`src/rtl/ifu_fetch_if.sv`:
```
`default_nettype none
// ============================================================================
// Module      : ifu_fetch_if
// Description : Bundles the instruction-memory request/response channel, the
//               execute-stage redirect and the decode-stage handshake seen by
//               the fetch unit.
//               master : fetch unit side
//               slave  : memory / execute / decode environment side
// Revision    : 1.0 - initial release
// ============================================================================
interface ifu_fetch_if;
  logic        imem_req_valid;
  logic        imem_req_ready;
  logic [63:0] imem_req_addr;
  logic        imem_rsp_valid;
  logic [31:0] imem_rsp_data;
  logic        redirect_valid;
  logic [63:0] redirect_pc;
  logic        id_valid;
  logic        id_ready;
  logic [63:0] id_instr;
  logic [63:0] id_pc;
  logic        fetch_misalign;

  modport master (
    output imem_req_valid,
    input  imem_req_ready,
    output imem_req_addr,
    input  imem_rsp_valid,
    input  imem_rsp_data,
    input  redirect_valid,
    input  redirect_pc,
    output id_valid,
    input  id_ready,
    output id_instr,
    output id_pc,
    output fetch_misalign
  );

  modport slave (
    input  imem_req_valid,
    output imem_req_ready,
    input  imem_req_addr,
    output imem_rsp_valid,
    output imem_rsp_data,
    output redirect_valid,
    output redirect_pc,
    input  id_valid,
    output id_ready,
    input  id_instr,
    input  id_pc,
    input  fetch_misalign
  );
endinterface
`default_nettype wire

```
`src/rtl/ifu_fetch.sv`:
```
`default_nettype none
// ============================================================================
// Module      : ifu_fetch
// Description : Instruction fetch unit. Owns the fetch PC, keeps at most one
//               instruction-memory read in flight, buffers returned words in a
//               2-entry FIFO and hands them with their PC to decode. Redirects
//               from execute flush the FIFO and drop any in-flight response.
//               Optional feature macro: IFU_MISALIGN_TRAP_EN
//                 defined   : misaligned redirect halts fetch and raises the
//                             sticky fetch_misalign flag
//                 undefined : redirect_pc[1:0] ignored, fetch_misalign = 0
// Revision    : 1.0 - initial release
// ============================================================================
module ifu_fetch #(
  parameter logic [63:0] RESET_PC = 64'h0000_0000_8000_0000
) (
  input  logic        clk,
  input  logic        rst,
  ifu_fetch_if.master fetch
);

  // Fetch states: issue a request, wait for its data, or wait for a
  // response that belongs to a flushed path and must be thrown away.
  localparam logic [1:0] S_REQ  = 2'd0;
  localparam logic [1:0] S_WAIT = 2'd1;
  localparam logic [1:0] S_DROP = 2'd2;
`ifdef IFU_MISALIGN_TRAP_EN
  localparam logic [1:0] S_HALT = 2'd3;
`endif

  // PCs are held as word addresses; the two low byte-address bits are
  // always zero on every fetch path.
  logic [1:0]  r_state;
  logic [1:0]  w_state_nxt;
  logic [61:0] r_fetch_pc;
  logic [61:0] r_req_pc;
  logic [1:0]  r_count;
  logic [61:0] r_pc0;
  logic [61:0] r_pc1;
  logic [31:0] r_data0;
  logic [31:0] r_data1;

  logic        w_redirect;
  logic [61:0] w_redirect_word;
  logic        w_free_ok;
  logic        w_req_valid;
  logic        w_req_hs;
  logic        w_rsp;
  logic        w_push;
  logic        w_pop;
  logic [1:0]  w_redirect_dest;
  logic [1:0]  w_drop_exit;
  logic        w_misalign;

  assign w_redirect      = fetch.redirect_valid;
  assign w_redirect_word = fetch.redirect_pc[63:2];
  assign w_rsp           = fetch.imem_rsp_valid;

`ifdef IFU_MISALIGN_TRAP_EN
  logic r_misalign;
  logic w_bad_target;

  assign w_bad_target    = w_redirect && (fetch.redirect_pc[1:0] != 2'b00);
  // A misaligned target parks the unit in HALT; an aligned one resumes.
  assign w_redirect_dest = w_bad_target ? S_HALT : S_REQ;
  // A drop that was started by a misaligned redirect finishes into HALT.
  assign w_drop_exit     = r_misalign ? S_HALT : S_REQ;
  assign w_misalign      = r_misalign;

  // Sticky misalign flag: follows the alignment of the latest redirect.
  always_ff @(posedge clk) begin
    if (rst) begin
      r_misalign <= 1'b0;
    end else if (w_redirect) begin
      r_misalign <= (fetch.redirect_pc[1:0] != 2'b00);
    end
  end
`else
  logic w_unused_lsb;

  // Without the trap the low target bits are simply discarded.
  assign w_unused_lsb    = ^fetch.redirect_pc[1:0];
  assign w_redirect_dest = S_REQ;
  assign w_drop_exit     = S_REQ;
  assign w_misalign      = 1'b0;
`endif

  // A request may only go out if its data is guaranteed a FIFO slot,
  // counting the slot reserved by a response still in flight.
  assign w_free_ok = ({1'b0, r_count} + {2'b00, (r_state == S_WAIT)}) < 3'd2;
  assign w_req_hs  = w_req_valid && fetch.imem_req_ready;

  // Responses are only enqueued on the live path; a redirect kills them.
  assign w_push = (r_state == S_WAIT) && w_rsp && !w_redirect;
  assign w_pop  = (r_count != 2'd0) && fetch.id_ready && !w_redirect;

  // FSM state register.
  always_ff @(posedge clk) begin
    if (rst) begin
      r_state <= S_REQ;
    end else begin
      r_state <= w_state_nxt;
    end
  end

  // FSM next-state: redirect has priority; an unanswered in-flight request
  // during a redirect turns into a drop so its data never reaches decode.
  always_comb begin
    w_state_nxt = r_state;
    case (r_state)
      S_REQ: begin
        if (w_redirect) begin
          w_state_nxt = w_redirect_dest;
        end else if (w_req_hs) begin
          w_state_nxt = S_WAIT;
        end
      end
      S_WAIT: begin
        if (w_redirect) begin
          w_state_nxt = w_rsp ? w_redirect_dest : S_DROP;
        end else if (w_rsp) begin
          w_state_nxt = S_REQ;
        end
      end
      S_DROP: begin
        if (w_redirect) begin
          w_state_nxt = w_rsp ? w_redirect_dest : S_DROP;
        end else if (w_rsp) begin
          w_state_nxt = w_drop_exit;
        end
      end
`ifdef IFU_MISALIGN_TRAP_EN
      S_HALT: begin
        if (w_redirect) begin
          w_state_nxt = w_redirect_dest;
        end
      end
`endif
      default: begin
        w_state_nxt = S_REQ;
      end
    endcase
  end

  // FSM outputs: request valid is withdrawn immediately on redirect/reset.
  always_comb begin
    w_req_valid = 1'b0;
    if (!rst && (r_state == S_REQ) && w_free_ok && !w_redirect) begin
      w_req_valid = 1'b1;
    end
  end

  // Fetch PC: redirect target wins, otherwise advance on each accepted request.
  always_ff @(posedge clk) begin
    if (rst) begin
      r_fetch_pc <= RESET_PC[63:2];
    end else if (w_redirect) begin
      r_fetch_pc <= w_redirect_word;
    end else if (w_req_hs) begin
      r_fetch_pc <= r_fetch_pc + 62'd1;
    end
  end

  // Remember the PC of the request in flight so its response can be tagged.
  always_ff @(posedge clk) begin
    if (rst) begin
      r_req_pc <= RESET_PC[63:2];
    end else if (w_req_hs) begin
      r_req_pc <= r_fetch_pc;
    end
  end

  // Two-entry shifting FIFO; entry 0 is always the head seen by decode.
  always_ff @(posedge clk) begin
    if (rst) begin
      r_count <= 2'd0;
      r_pc0   <= '0;
      r_pc1   <= '0;
      r_data0 <= '0;
      r_data1 <= '0;
    end else if (w_redirect) begin
      r_count <= 2'd0;
    end else begin
      case ({w_push, w_pop})
        2'b10: begin
          if (r_count == 2'd0) begin
            r_pc0   <= r_req_pc;
            r_data0 <= fetch.imem_rsp_data;
          end else begin
            r_pc1   <= r_req_pc;
            r_data1 <= fetch.imem_rsp_data;
          end
          r_count <= r_count + 2'd1;
        end
        2'b01: begin
          r_pc0   <= r_pc1;
          r_data0 <= r_data1;
          r_count <= r_count - 2'd1;
        end
        2'b11: begin
          if (r_count == 2'd1) begin
            r_pc0   <= r_req_pc;
            r_data0 <= fetch.imem_rsp_data;
          end else begin
            r_pc0   <= r_pc1;
            r_data0 <= r_data1;
            r_pc1   <= r_req_pc;
            r_data1 <= fetch.imem_rsp_data;
          end
        end
        default: begin
        end
      endcase
    end
  end

  assign fetch.imem_req_valid = w_req_valid;
  assign fetch.imem_req_addr  = {r_fetch_pc, 2'b00};
  assign fetch.id_valid       = (r_count != 2'd0);
  assign fetch.id_instr       = {32'h0000_0000, r_data0};
  assign fetch.id_pc          = {r_pc0, 2'b00};
  assign fetch.fetch_misalign = w_misalign;

endmodule
`default_nettype wire

```
`src/flat_wrapper.sv`:
```
// flat-port wrapper written by rule: the top's interface ports become plain ports
module ifu_fetch_flat 
#(
  parameter logic [63:0] RESET_PC = 64'h0000_0000_8000_0000
)
  (clk, rst, fetch_imem_req_valid, fetch_imem_req_ready, fetch_imem_req_addr, fetch_imem_rsp_valid, fetch_imem_rsp_data, fetch_redirect_valid, fetch_redirect_pc, fetch_id_valid, fetch_id_ready, fetch_id_instr, fetch_id_pc, fetch_fetch_misalign);
  ifu_fetch_if fetch_i ();
  input  logic clk;
  input  logic rst;
  output wire logic [$bits(fetch_i.imem_req_valid)-1:0] fetch_imem_req_valid;
  input wire logic [$bits(fetch_i.imem_req_ready)-1:0] fetch_imem_req_ready;
  output wire logic [$bits(fetch_i.imem_req_addr)-1:0] fetch_imem_req_addr;
  input wire logic [$bits(fetch_i.imem_rsp_valid)-1:0] fetch_imem_rsp_valid;
  input wire logic [$bits(fetch_i.imem_rsp_data)-1:0] fetch_imem_rsp_data;
  input wire logic [$bits(fetch_i.redirect_valid)-1:0] fetch_redirect_valid;
  input wire logic [$bits(fetch_i.redirect_pc)-1:0] fetch_redirect_pc;
  output wire logic [$bits(fetch_i.id_valid)-1:0] fetch_id_valid;
  input wire logic [$bits(fetch_i.id_ready)-1:0] fetch_id_ready;
  output wire logic [$bits(fetch_i.id_instr)-1:0] fetch_id_instr;
  output wire logic [$bits(fetch_i.id_pc)-1:0] fetch_id_pc;
  output wire logic [$bits(fetch_i.fetch_misalign)-1:0] fetch_fetch_misalign;
  assign fetch_imem_req_valid = fetch_i.imem_req_valid;
  assign fetch_i.imem_req_ready = fetch_imem_req_ready;
  assign fetch_imem_req_addr = fetch_i.imem_req_addr;
  assign fetch_i.imem_rsp_valid = fetch_imem_rsp_valid;
  assign fetch_i.imem_rsp_data = fetch_imem_rsp_data;
  assign fetch_i.redirect_valid = fetch_redirect_valid;
  assign fetch_i.redirect_pc = fetch_redirect_pc;
  assign fetch_id_valid = fetch_i.id_valid;
  assign fetch_i.id_ready = fetch_id_ready;
  assign fetch_id_instr = fetch_i.id_instr;
  assign fetch_id_pc = fetch_i.id_pc;
  assign fetch_fetch_misalign = fetch_i.fetch_misalign;
  ifu_fetch #(.RESET_PC(RESET_PC)) u_core (.clk(clk), .rst(rst), .fetch(fetch_i));
endmodule
```
`config.mk`:
```
export PLATFORM = sky130hd
export DESIGN_NAME = ifu_fetch_flat
export DESIGN_NICKNAME = d
export VERILOG_FILES = /design/src/rtl/ifu_fetch_if.sv /design/src/rtl/ifu_fetch.sv /design/src/flat_wrapper.sv
export SDC_FILE = /design/constraint.sdc
export NUM_CORES = 1
export LEC_CHECK = 0
export CELL_PAD_IN_SITES_DETAIL_PLACEMENT = 1
export CELL_PAD_IN_SITES_GLOBAL_PLACEMENT = 2
export CORE_UTILIZATION = 28
export CTS_BUF_LIST = sky130_fd_sc_hd__clkbuf_2
export DETAILED_ROUTE_END_ITERATION = 10
export HOLD_SLACK_MARGIN = 0.02
export PLACE_DENSITY_LB_ADDON = 0.1
export SKIP_CTS_REPAIR_TIMING = 1
export SLEW_MARGIN = 0
export SYNTH_ARGS = -nofsm -noshare
export SYNTH_HDL_FRONTEND = slang
export SYNTH_SLANG_ARGS = --single-unit
```
`constraint.sdc`:
```
create_clock -name clk -period 4.65 [get_ports clk]
set_input_delay 0.6975 -clock clk [delete_from_list [all_inputs] [get_ports clk]]
set_output_delay 0.6975 -clock clk [all_outputs]
set_load 0.02 [all_outputs]
```
### After elaboration in Yosys (flattened, before gate mapping)

Cells that the tools add are included.

| word-level totals | value |
|---|---|
| register bits | 316 |
| bits of input ports | 102 |

| operators by class | value |
|---|---|
| add/sub/neg operators | 4 |
| order comparisons | 1 |
| eq/ne operators | 11 |
| mux-type cells | 22 |
| bitwise operators | 1 |
| reduce and logical (&&, ||, !) cells | 22 |

Operators with widths:

| kind | count |
|---|---|
| $mux W62 | 6 |
| $pmux W62 S3 | 1 |
| $mux W32 | 4 |
| $pmux W62 S2 | 1 |
| $pmux W32 S3 | 1 |
| $pmux W32 S2 | 1 |
| $add A62 B1 Y62 const B | 1 |
| $mux W2 | 5 |
| $logic_and A1 B1 Y1 | 8 |
| $pmux W2 S2 | 2 |
| $reduce_bool A2 Y1 | 4 |
| $eq A2 B1 Y1 const B | 3 |
| $eq A2 B2 Y1 const B | 3 |
| $logic_not A2 Y1 | 2 |
| $ne A2 B2 Y1 const B | 2 |
| $reduce_and A4 Y1 | 1 |
| $reduce_or A2 Y1 | 2 |
| $add A2 B1 Y3 | 1 |
| $lt A3 B2 Y1 const B | 1 |
| $ne A3 B1 Y1 const B | 1 |
| $ne A3 B2 Y1 const B | 1 |
| $reduce_and A3 Y1 | 1 |
| $reduce_bool A3 Y1 | 1 |
| $add A2 B1 Y2 const B | 1 |
| other kinds (6) | 7 |

### Depth between registers and ports, before layout

| logic depth | value |
|---|---|
| word-level depth | 10 |
| mapped depth | 13 |

### Worst setup path after synthesis

Ideal clock, no wire load.

| path | value |
|---|---|
| path type | input-to-reg |
| start point | in fetch_redirect_valid |
| end point | reg u_core.r_pc0[25] |
| setup time | 86 ps |
| arrival | 3,000 ps |
| required time | 4,564 ps |
| slack | 1,564 ps |
| cell stages on the path | 10 |
| buffers on the path | 4 |
| path through | inv_1 clkbuf_1 clkbuf_1 nand3_1 ha_1 a211oi_1 clkbuf_1 clkbuf_1 nor2_1 a211oi_1 |

| between the ends | value |
|---|---|
| cells in the longest elaborated chain, start to end | 5 |
| elaborated cells between the ends (all ways) | 11 |
| those cells by class | 4 x eq/ne; 1 x mux; 1 x bitwise; 5 x reduce/logical |

RTL lines:

| what | RTL line | text |
|---|---|---|
| from (decl) | flat_wrapper.sv:15 | `input wire logic [$bits(fetch_i.redirect_valid)-1:0] fetch_redirect_valid;` |
| $logic_not A1 Y1 | ifu_fetch.sv:94, ifu_fetch.sv:95 |  |
| $logic_and A1 B1 Y1 (on tied branches) | ifu_fetch.sv:95, ifu_fetch.sv:94 |  |
| $eq A2 B2 Y1 or $eq A2 B1 Y1 (tied branches) | ifu_fetch.sv:184 | `case ({w_push, w_pop})` |
| $ne A2 B1 Y1 (no line) or $reduce_bool A3 Y1 (tied branches) | - |  |
| $reduce_and A3 Y1 (no line) | - |  |
| to (signal assigned) | ifu_fetch.sv:187 | `r_pc0 <= r_req_pc;` |
| to (signal assigned) | ifu_fetch.sv:196 | `r_pc0 <= r_pc1;` |
| to (signal assigned) | ifu_fetch.sv:202 | `r_pc0 <= r_req_pc;` |
| to (decl) | ifu_fetch.sv:38 | `logic [61:0] r_pc0;` |

Parallel ways exist; a longest one is shown, timed or not.
A chain may end at the register's enable or synchronous reset.

### Worst setup path in the final report

| path | value |
|---|---|
| start point | reg u_core.r_state[1] |
| end point | out fetch_imem_req_valid |

| between the ends | value |
|---|---|
| cells in the longest elaborated chain, start to end | 6 |
| elaborated cells between the ends (all ways) | 8 |
| those cells by class | 1 x add/sub; 1 x order compare; 1 x eq/ne; 1 x mux; 4 x reduce/logical |

RTL lines:

| what | RTL line | text |
|---|---|---|
| from (decl) | ifu_fetch.sv:33 | `logic [1:0] r_state;` |
| from (signal assigned) | ifu_fetch.sv:102 | `r_state <= w_state_nxt;` |
| $eq A2 B1 Y1 | ifu_fetch.sv:90 | `assign w_free_ok = ({1'b0, r_count} + {2'b00, (r_state == S_WAIT)}) < 3'd2;` |
| $add A2 B1 Y3 | ifu_fetch.sv:90 |  |
| $lt A3 B2 Y1 | ifu_fetch.sv:90 |  |
| $logic_and A1 B1 Y1 (*) (2 in a row) | ifu_fetch.sv:148 | `if (!rst && (r_state == S_REQ) && w_free_ok && !w_redirect) begin` |
| $mux W1 (*) | ifu_fetch.sv:148 |  |
| to (decl) | flat_wrapper.sv:10 | `output wire logic [$bits(fetch_i.imem_req_valid)-1:0] fetch_imem_req_valid;` |

Mark *: on every way between the ends. The rest lies on a longest branch, timed or not.

==> impl_metrics.tcl <==
set metrics [dict create \
    drv_cap 0 \
    power.switching_w 0.001635 \
    nets 2014 \
    drive_gt1_share_pct 9.495 \
    critPathArrivalTime_ns 2.76 \
    drc 0 \
    synth-edff-count 0 \
    max_stage_delay_ns 0.67 \
    cts.path.max_buffers 3 \
    endpoint "fetch_imem_req_valid" \
    total_power_w 0.005629 \
    num_vias 12800 \
    regArea_mm2 0.006326 \
    dp_hpwl_mm 31.38 \
    ant_nets 0 \
    coreArea_mm2 0.04765 \
    synth_top_flop_cell "dfxtp_1" \
    vias_per_cell 4.972 \
    clk_latency_ns 1.03 \
    peakVddDrop_uv 112.0 \
    maxSlewHeadroom_pct 33.60 \
    wire_per_inst_um 18.89 \
    track_usage_pct 19.68 \
    io_buffers 257 \
    path_buf_inv 2 \
    p_int_w 0.003994 \
    cp-start-kind "flip-flop" \
    antenna_found_initial 3 \
    cts.htree.levels 3 \
    clock_skew_ns 0.05733 \
    start_util_pct 28.34 \
    critPathKind "reg -> out" \
    holdPathStages 2 \
    fmaxAchievable_mhz 289.3 \
    cts.clk_slew.worst_paths_ns 0.08 \
    cts_tree "done" \
    setup_tns_ns 0 \
    cts_buffers 93 \
    path_depth 5 \
    grt_pass1_vias 12720 \
    status "complete, no violations" \
    first_pass_iters 5 \
    die_area_mm2 0.04910 \
    cp_cell_sequence "inv_1, ha_1, and2_1, nor3_1, clkdlybuf4s50_1" \
    die_w_um 221.6 \
    root_buffer "clkbuf_2" \
    pwr-share-seq_pct 50.9 \
    drt-total-wl_mm 48.64 \
    ys_seq_elements 316 \
    async_flop_share_pct 0 \
    comb_power_share_pct 9.8 \
    min_period_over_period_pct 74.34 \
    whs_ns 0.1254 \
    critPathCaptureType "output port" \
    r2r_setup_slack_ns 1.41 \
    cp.required_ns 3.95 \
    power_density_mw_per_mm2 325.6 \
    timing.critical_path.max_delay_family "buffers and inverters" \
    grt_pass1_wl_mm 75.81 \
    period_needed_ns 3.457 \
    final_hold_viol_count 0 \
    gp_congestion 0.7690 \
    syn_to_final_growth_pct 28.04 \
    chipHeight_um 221.6 \
    critPathSlowestCell "clkdlybuf4s50_1" \
    syn_inst 1670 \
    drv_slew 0 \
    hp-start "rst" \
    setup_viol 0 \
    rr_startpoint "u_core.r_fetch_pc[0]" \
    overflow 0 \
    crit_path_max_fanout 3 \
    reg2reg_depth 7 \
    worst_slew_pin_slew_ns 0.9878 \
    p_leak_nw 5.745 \
    grt_max_degree 176 \
    drt_iter0_markers 770 \
    ios 297 \
    p_sw_share_pct 29.04 \
    multi_input_area_mm2 0.006494 \
    num-fill-cells 5772 \
    clockPowerShare_pct 39.3 \
    rr_endpoint "u_core.r_fetch_pc[48]" \
    syn_area_mm2 0.01350 \
    synth-seq-area-share_pct 46.86 \
    clkSinkCount 316 \
    syn-mean-instance-area_um2 8.084 \
    row_count 80 \
    min_path_type "in -> reg" \
    rsz0062_at_grt "no" \
    crit_start "u_core.r_state[1]" \
    yosysWarningCount 0 \
    netlist-cell-type-count 52 \
]
[metal layers]
| metal | vias up | track usage [%] | routed length [um] |
|---|---|---|---|
| li1 | 6305 | - | - |
| met1 | 6097 | 27.80 | 24330 |
| met2 | 329 | 29.05 | 21040 |
| met3 | 72 | 4.214 | 2162 |
| met4 | 0 | 7.616 | 1104 |
| met5 | - | 0 | 0 |
[power by group through the flow]
stage	clock (W)	combinational, W	sequential (W)
floorplan	0	0.000265	0.00294
global placement	0	0.000554	0.00293
detailed placement	0	0.000557	0.00293
CTS	0.00235	0.000560	0.00287
global route	0.00250	0.000597	0.00288
finish	0.00221	0.000553	0.00286
[area by class of cell]
class	instances	area share (%)
Clock buffer	136	3.937
Multi-Input combinational cell	1201	37.57
Inverter	13	0.2823
Antenna cell	1	0.01448
Clock inverter	17	1.013
Timing Repair Buffer	276	16.14
Sequential cell	316	36.60
Tap cell	615	4.451
[metrics by stage]
step / cell area (um^2) / std cells / utilization, % / setup WS, ns
CTS: 17280 / 2574 / 36.28 / 0.9762
global placement: 16430 / 2421 / 34.48 / 1.233
global route: 17290 / 2575 / 36.28 / 0.9423
finish: 17290 / 2575 / 36.28 / 1.193
floorplan: 13640 / 1706 / - / 1.564
detailed placement: 16430 / 2421 / 34.48 / 1.156
[cells in the final DEF, fill, tap and decap left out, types with 3 or more instances in the layout]
master	instances
nor4_1	9
a221oi_1	3
nand2_1	350
o22ai_1	9
and4_1	8
a211oi_1	117
and2_1	9
nor2_1	152
o211ai_1	4
and3_1	11
nand3_1	30
xnor2_1	18
clkbuf_2	136
xor2_1	27
or2_2	3
nor4_2	4
conb_1	37
buf_4	13
a21oi_1	189
nor3_1	17
buf_12	6
inv_2	3
a22oi_1	98
clkdlybuf4s50_1	255
nand4_1	35
or3_1	3
inv_1	12
nand3b_1	3
mux2i_1	5
or4_1	4
clkinv_1	8
dfxtp_1	316
bufinv_16	4
a31oi_1	9
o21ai_0	9
ha_1	11
[synth_stat cells, types with 17 or more instances]
master,instances,area (um^2)
a211oi_1,118,885.9
a21oi_1,189,945.9
a22oi_1,98,735.7
buf_4,37,277.8
clkbuf_1,124,465.5
dfxtp_1,316,6326
nand2_1,351,1318
nand3_1,30,150.1
nand4_1,35,219.0
nor2_1,154,578.1
nor3_1,17,85.08
xnor2_1,18,157.7
xor2_1,27,236.5
[cell families (layout without fill, tap and decap cells)]
group           count (synthesis)  in the layout  share of synthesized area [%]
compound gates                446            446                          21.06
xor+xnor                       45             45                          2.919
fa+ha+maj                      11             11                          1.019
buf+inv                       189            442                          6.367
flops                         316            316                          46.86
mux                             5              5                         0.3707
other cells                     1             38                        0.02778
simple gates                  657            657                          21.38
[flip-flops by register name (all words and copies together), names as in the netlist]
signal / flops
u_core.r_count: 2
u_core.r_state: 2
u_core.r_fetch_pc: 62
u_core.r_data0: 32
u_core.r_req_pc: 62
u_core.r_pc0: 62
u_core.r_pc1: 62
u_core.r_data1: 32
[worst min path at each step]
stage	endpoint	slack [ns]
global route	u_core.r_data1[22]	0.02
floorplan	u_core.r_data1[0]	0.44
global placement	u_core.r_pc1[28]	0.44
CTS	u_core.r_data1[22]	-0.07
detailed placement	u_core.r_pc1[51]	0.45
finish	u_core.r_data1[20]	0.13
Power figures use the tool's default switching activity.
